$ cat src/rtl/key_beep_ctrl.sv
`default_nettype none
// ============================================================================
//  Module   : key_beep_ctrl
//  Purpose  : Turns a debounced key-press event into a burst of BEEP_NUM
//             square-wave tone segments for a passive buzzer, separated by
//             silent gaps. Reports burst activity on busy and completion on
//             done.
//  Ports    : sys_clk  - system clock, rising edge
//             sys_rst  - synchronous active-high reset
//             keyflag  - one-cycle pulse, debounced level just settled
//             keyvalue - settled key level (0 = pressed), valid with keyflag
//             beep     - buzzer drive (square wave during a tone segment)
//             busy     - high while a burst is in progress
//             done     - one-cycle pulse when a burst completes
//  Options  : `define BEEP_RETRIGGER_EN to let a press during a burst restart
//             the burst from its first segment (no done for the aborted one).
//  Revision : 1.0 - initial release
// ============================================================================
module key_beep_ctrl #(
  parameter int unsigned HALF_PERIOD = 25_000,
  parameter int unsigned ON_CYCLES   = 5_000_000,
  parameter int unsigned OFF_CYCLES  = 5_000_000,
  parameter int unsigned BEEP_NUM    = 2
) (
  input  logic sys_clk,
  input  logic sys_rst,
  input  logic keyflag,
  input  logic keyvalue,
  output logic beep,
  output logic busy,
  output logic done
);

  typedef enum logic [1:0] {
    S_IDLE = 2'd0,
    S_ON   = 2'd1,
    S_OFF  = 2'd2
  } state_t;

  localparam logic [31:0] HALF_LAST = 32'(HALF_PERIOD - 1);
  localparam logic [31:0] ON_LAST   = 32'(ON_CYCLES - 1);
  localparam logic [31:0] OFF_LAST  = 32'(OFF_CYCLES - 1);
  localparam logic [31:0] SEG_LAST  = 32'(BEEP_NUM - 1);

  state_t      state, state_n;
  logic [31:0] on_cnt, on_cnt_n;
  logic [31:0] off_cnt, off_cnt_n;
  logic [31:0] half_cnt, half_cnt_n;
  logic [31:0] seg_idx, seg_idx_n;
  logic        tone, tone_n;
  logic        done_n;
  logic        press;

  // Release events (keyvalue=1) never start anything.
  assign press = keyflag & ~keyvalue;

  always_comb begin
    state_n    = state;
    on_cnt_n   = on_cnt;
    off_cnt_n  = off_cnt;
    half_cnt_n = half_cnt;
    seg_idx_n  = seg_idx;
    tone_n     = tone;
    done_n     = 1'b0;

    case (state)
      S_IDLE: begin
        if (press) begin
          state_n    = S_ON;
          on_cnt_n   = '0;
          half_cnt_n = '0;
          seg_idx_n  = '0;
          tone_n     = 1'b1;
        end
      end

      S_ON: begin
        if (on_cnt == ON_LAST) begin
          if (seg_idx == SEG_LAST) begin
            // Last segment ends the burst with no trailing gap.
            state_n = S_IDLE;
            done_n  = 1'b1;
          end else begin
            state_n   = S_OFF;
            off_cnt_n = '0;
          end
        end else begin
          on_cnt_n = on_cnt + 32'd1;
          if (half_cnt == HALF_LAST) begin
            half_cnt_n = '0;
            tone_n     = ~tone;
          end else begin
            half_cnt_n = half_cnt + 32'd1;
          end
        end
      end

      S_OFF: begin
        if (off_cnt == OFF_LAST) begin
          state_n    = S_ON;
          seg_idx_n  = seg_idx + 32'd1;
          on_cnt_n   = '0;
          half_cnt_n = '0;
          tone_n     = 1'b1;
        end else begin
          off_cnt_n = off_cnt + 32'd1;
        end
      end

      default: begin
        state_n = S_IDLE;
      end
    endcase

`ifdef BEEP_RETRIGGER_EN
    // A press during a burst (including its final ON cycle) restarts it and
    // swallows the done pulse of the aborted burst.
    if (press && (state != S_IDLE)) begin
      state_n    = S_ON;
      on_cnt_n   = '0;
      half_cnt_n = '0;
      seg_idx_n  = '0;
      tone_n     = 1'b1;
      done_n     = 1'b0;
    end
`endif
  end

  // Outputs are registered from the next-state values so they line up with
  // the state they describe, one cycle after the triggering edge.
  always_ff @(posedge sys_clk) begin
    if (sys_rst) begin
      state    <= S_IDLE;
      on_cnt   <= '0;
      off_cnt  <= '0;
      half_cnt <= '0;
      seg_idx  <= '0;
      tone     <= 1'b0;
      beep     <= 1'b0;
      busy     <= 1'b0;
      done     <= 1'b0;
    end else begin
      state    <= state_n;
      on_cnt   <= on_cnt_n;
      off_cnt  <= off_cnt_n;
      half_cnt <= half_cnt_n;
      seg_idx  <= seg_idx_n;
      tone     <= tone_n;
      beep     <= (state_n == S_ON) && tone_n;
      busy     <= (state_n != S_IDLE);
      done     <= done_n;
    end
  end

endmodule
`default_nettype wire

$ cat config.mk
export PLATFORM = sky130hd
export DESIGN_NAME = key_beep_ctrl
export DESIGN_NICKNAME = d
export VERILOG_FILES = /design/src/rtl/key_beep_ctrl.sv
export SDC_FILE = /design/constraint.sdc
export NUM_CORES = 1
export LEC_CHECK = 0
export ABC_AREA = 0
export CAP_MARGIN = 5
export CELL_PAD_IN_SITES_DETAIL_PLACEMENT = 0
export CELL_PAD_IN_SITES_GLOBAL_PLACEMENT = 2
export CORE_MARGIN = 10
export CORE_UTILIZATION = 35
export DETAILED_ROUTE_END_ITERATION = 7
export GPL_TIMING_DRIVEN = 1
export PLACE_DENSITY_LB_ADDON = 0.1
export SKIP_CTS_REPAIR_TIMING = 1
export SLEW_MARGIN = 10
export SYNTH_ARGS = -nofsm -noshare
export SYNTH_HDL_FRONTEND = slang
export SYNTH_SLANG_ARGS = --single-unit
$ cat constraint.sdc
create_clock -name sys_clk -period 3.2 [get_ports sys_clk]
set_input_delay 0.64 -clock sys_clk [delete_from_list [all_inputs] [get_ports sys_clk]]
set_output_delay 0.64 -clock sys_clk [all_outputs]
set_load 0.005 [all_outputs]
==> implementation parameters <==
Parameter                              Value

Clock network
  Sink count of the clock tree ... 134
  Master cell of the clock root buffer ... sky130_fd_sc_hd__clkbuf_16
  Clock buffer count from CTS ... 17
  CTS clock-pin slew for the worst setup and hold paths ... 0.06 ns
  Worst-case clock buffer depth ... 2
  CTS tree ... built
  Worst-Skew Late Latency ... 0.42 ns
  Number of H-tree branching levels ... 4

Layout
  Layout cells sized above 1 ... 7.25%
  Total inserted antenna cells ... 0
  Post-Layout Cell Count ... 1161
  Final std cell area, no fill ... 0.00792 mm^2
  Share of the core filled with cells in the final layout ... 40.7%
  Final net count ... 892
  Layout filler cell count ... 2015
  Synth-to-Final Area Change ... 14.1%

Place
  Sum of net half-perimeters after detailed placement ... 12.9 mm
  Post-Place Cells ... 1129
  # port buffers ... 6
  DP Area ... 0.00737 mm^2
  Final estimated routing congestion in global placement ... 0.801
  Post-placement setup slack ... 0.388 ns

Pwr
  Relative contribution of sequential cells to total power ... 45.4%
  Total power ... 3.70 mW
  Total power density per cell area ... 467 mW/mm^2
  Relative contribution of combinational cells to total power ... 4.3%
  Clock network power share ... 50.3%
  P_sw ... 0.858 mW
  Worst IR Drop VDD ... 0.349 mV
  Leak ... 2.48 nW
  Net Sw Frac ... 23.2%
  Cell Int Power ... 2.84 mW

Timing
  Ratio of final minimum period to clock period ... 83.6%
  Hold violation total from the final report ... 0
  Final Hold Slack ... 0.478 ns
  RSZ-0062 raised after global routing ... false
  Total Negative Setup Slacks ... 0 ns
  Setup-violating endpoint count in the final report ... 0
  Count of pins over their slew limit ... 0
  Clock Skews ... 0.0109 ns
  Worst slew margin relative to its limit ... 47.3%
  Least-Margin Pin Slew ... 0.785 ns
  Fmax ... 374 MHz
  Clock period minus worst slack ... 2.68 ns
  Post-route worst setup slack ... 0.525 ns

Hold path
  Hold endpoint ... half_cnt[1]
  Hold path start ... half_cnt[1]
  Hold path cells ... 2
  Type of the worst min-delay path ... reg2reg

Global route
  Global-route wire length before repair ... 32.0 mm
  Overflow left after global routing ... 0
  Antenna violations before repair ... 0
  Total global-route track usage ... 14.7%
  Vias in the first global route ... 6322
  Pin count of the biggest net entering global routing ... 59

Worst setup path
  Critical path startpoint category ... register
  R2R cell count ... 7
  Delay of the slowest cell on the worst path ... 0.53 ns
  Critical R2R Capture ... half_cnt[31]
  Type of the worst setup path ... reg2reg
  Reg2Reg Setup Slack ... 0.52 ns
  Critical-path maximum fanout ... 33
  Worst-path cell chain ... or4_1 -> nor3_1 -> nor4b_4 -> o21bai_2 -> buf_12 -> nor2_1 -> a211oi_1
  Data required time at the worst endpoint ... 3.52 ns
  CP endpoint kind ... register
  Arrival time of data at the critical path endpoint ... 3.00 ns
  Source of the worst register-to-register timing path ... on_cnt[17]
  Worst-path cell with the longest stage delay ... sky130_fd_sc_hd__or4_1

Yosys
  Number of warnings reported in the yosys synthesis log ... 0
  Share of async-settable or async-resettable flops after synthesis ... 0%
  Synth Area per Inst ... 7.89 um^2
  Number of instances in the synthesized netlist ... 880
  Number of nets in the synthesized netlist ... 889
  Primary flip-flop cell chosen by synthesis mapping ... sky130_fd_sc_hd__dfxtp_1
  Flip-flop and latch count after synthesis ... 134
  Sequential fraction of the synthesis area ... 38.7%
  Post-synthesis cell area ... 0.00694 mm^2
  Number of flops mapped to enable cells by yosys ... 0
  Synth unique cells ... 54

Floorplan
  Initial core utilization ... 35.7%
  Chip Width ... 161 um
  Die Y-Extent ... 161 um
  Boundary pin count ... 7
  Total die area ... 0.0259 mm^2
  Area of the core ... 0.0195 mm^2
  Cell row count ... 51

Outcome
  Outcome ... completed

Run
  MaxCap Viol Count ... 0

Routing
  Final WL ... 18.8 mm
  # DRC ... 0
  Per-cell via count in the routed design ... 5.65
  Wirelength per Cell ... 16.2 um
  Routed Antenna Nets ... 0
  Number of optimization iterations in the first detailed-route pass ... 5
  Initial DRC count ... 326
  Vias after detailed routing ... 6554
-- layer usage --
layer / up-vias / global-route usage [%] / wire [um]
met2: 90 / 23.4 / 8550
met5: - / 0 / 0
met1: 3132 / 19.7 / 9440
li1: 3316 / - / -
met4: 0 / 3.80 / 189
met3: 16 / 3.20 / 593
-- placed cells by master, fill, tap and decap left out, types with 26 or more instances in the layout --
cell,instances
sky130_fd_sc_hd__nor2_1,72
sky130_fd_sc_hd__or4_1,28
sky130_fd_sc_hd__nand3_1,44
sky130_fd_sc_hd__nand2_1,65
sky130_fd_sc_hd__nand4_1,26
sky130_fd_sc_hd__a21oi_1,92
sky130_fd_sc_hd__dfxtp_1,134
sky130_fd_sc_hd__or3_1,48
sky130_fd_sc_hd__nor4_1,37
sky130_fd_sc_hd__o21ai_0,64
-- cell families after synthesis --
family	synth area share, %
and+or+nand+nor	32.7
AOI/OAI and AO/OA	19.8
DFF	38.7
buffers and inverters	3.98
xor gates and xnor gates	3.03
muxes	0.866
adders and majority gates	0.902
-- sequential cells by signal (all words and copies together), names as in the netlist --
name and flops:
half_cnt 32, off_cnt 32, on_cnt 32, seg_idx 32, state 2, beep 1, busy 1, done 1
tone 1
-- power by group through the flow --
stage          clock (mW)  combinational, mW  sequential (mW)
6_report             1.86              0.161             1.68
5_1_grt              1.98              0.179             1.68
4_1_cts              1.91              0.162             1.68
3_5_place_dp            0              0.162             1.72
3_3_place_gp            0              0.159             1.72
2_1_floorplan           0              0.101             1.71
-- final cells by class --
class | count | area [um^2] | share of cell area [%]
Inverter | 21 | 78.8 | 0.995
Sequential cell | 134 | 2680 | 33.9
Multi-Input combinational cell | 678 | 4010 | 50.6
Clock inverter | 9 | 76.3 | 0.964
Timing Repair Buffer | 31 | 268 | 3.38
Tap cell | 265 | 332 | 4.19
Clock buffer | 23 | 478 | 6.03
-- critical path, delay by kind of cell, from the launching register on --
family	cells	cell delay (ns)
AND/OR/NAND/NOR	4	1.29
AO/OA/AOI/OAI	2	0.66
flip-flops	1	0.34
buffers and inverters	1	0.27
-- synth_stat cells, drive strengths merged (3+ instances only) --
cell	number	area share, %
or3	48	4.3
a21oi	93	6.8
nand4	26	2.3
dfxtp	134	39
clkbuf	31	1.7
nor2	72	3.9
nor2b	7	0.63
nor3	16	1.2
inv	21	1.1
xor2	11	1.4
o21bai	3	0.32
nor4b	8	1.2
or4	28	3.0
nand2	65	3.5
a21o	4	0.43
nand4b	6	0.76
nand3b	7	0.76
and2	5	0.45
o2111ai	11	1.4
nand3	44	3.2
or2	5	0.45
buf	16	1.2
o211ai	11	1.2
and4	5	0.63
nand2b	5	0.45
a41oi	6	0.76
o31ai	14	1.5
o41ai	3	0.38
ha	5	0.90
and3	21	1.9
a31oi	11	0.99
o21ai	65	4.7
mux2i	6	0.87
xnor2	13	1.6
nor4	37	3.3
-- worst max-delay path by stage --
stage,start,end,slack (ns),cells past startpoint
global route,off_cnt[13],on_cnt[31],0.32,7
detailed placement,keyvalue,on_cnt[12],0.39,7
floorplan,on_cnt[17],off_cnt[11],0.85,7
global placement,keyvalue,on_cnt[0],0.45,7
CTS,on_cnt[17],half_cnt[31],0.49,7
finish,on_cnt[17],half_cnt[31],0.52,7
No activity file was read; power rests on OpenSTA's default activity.
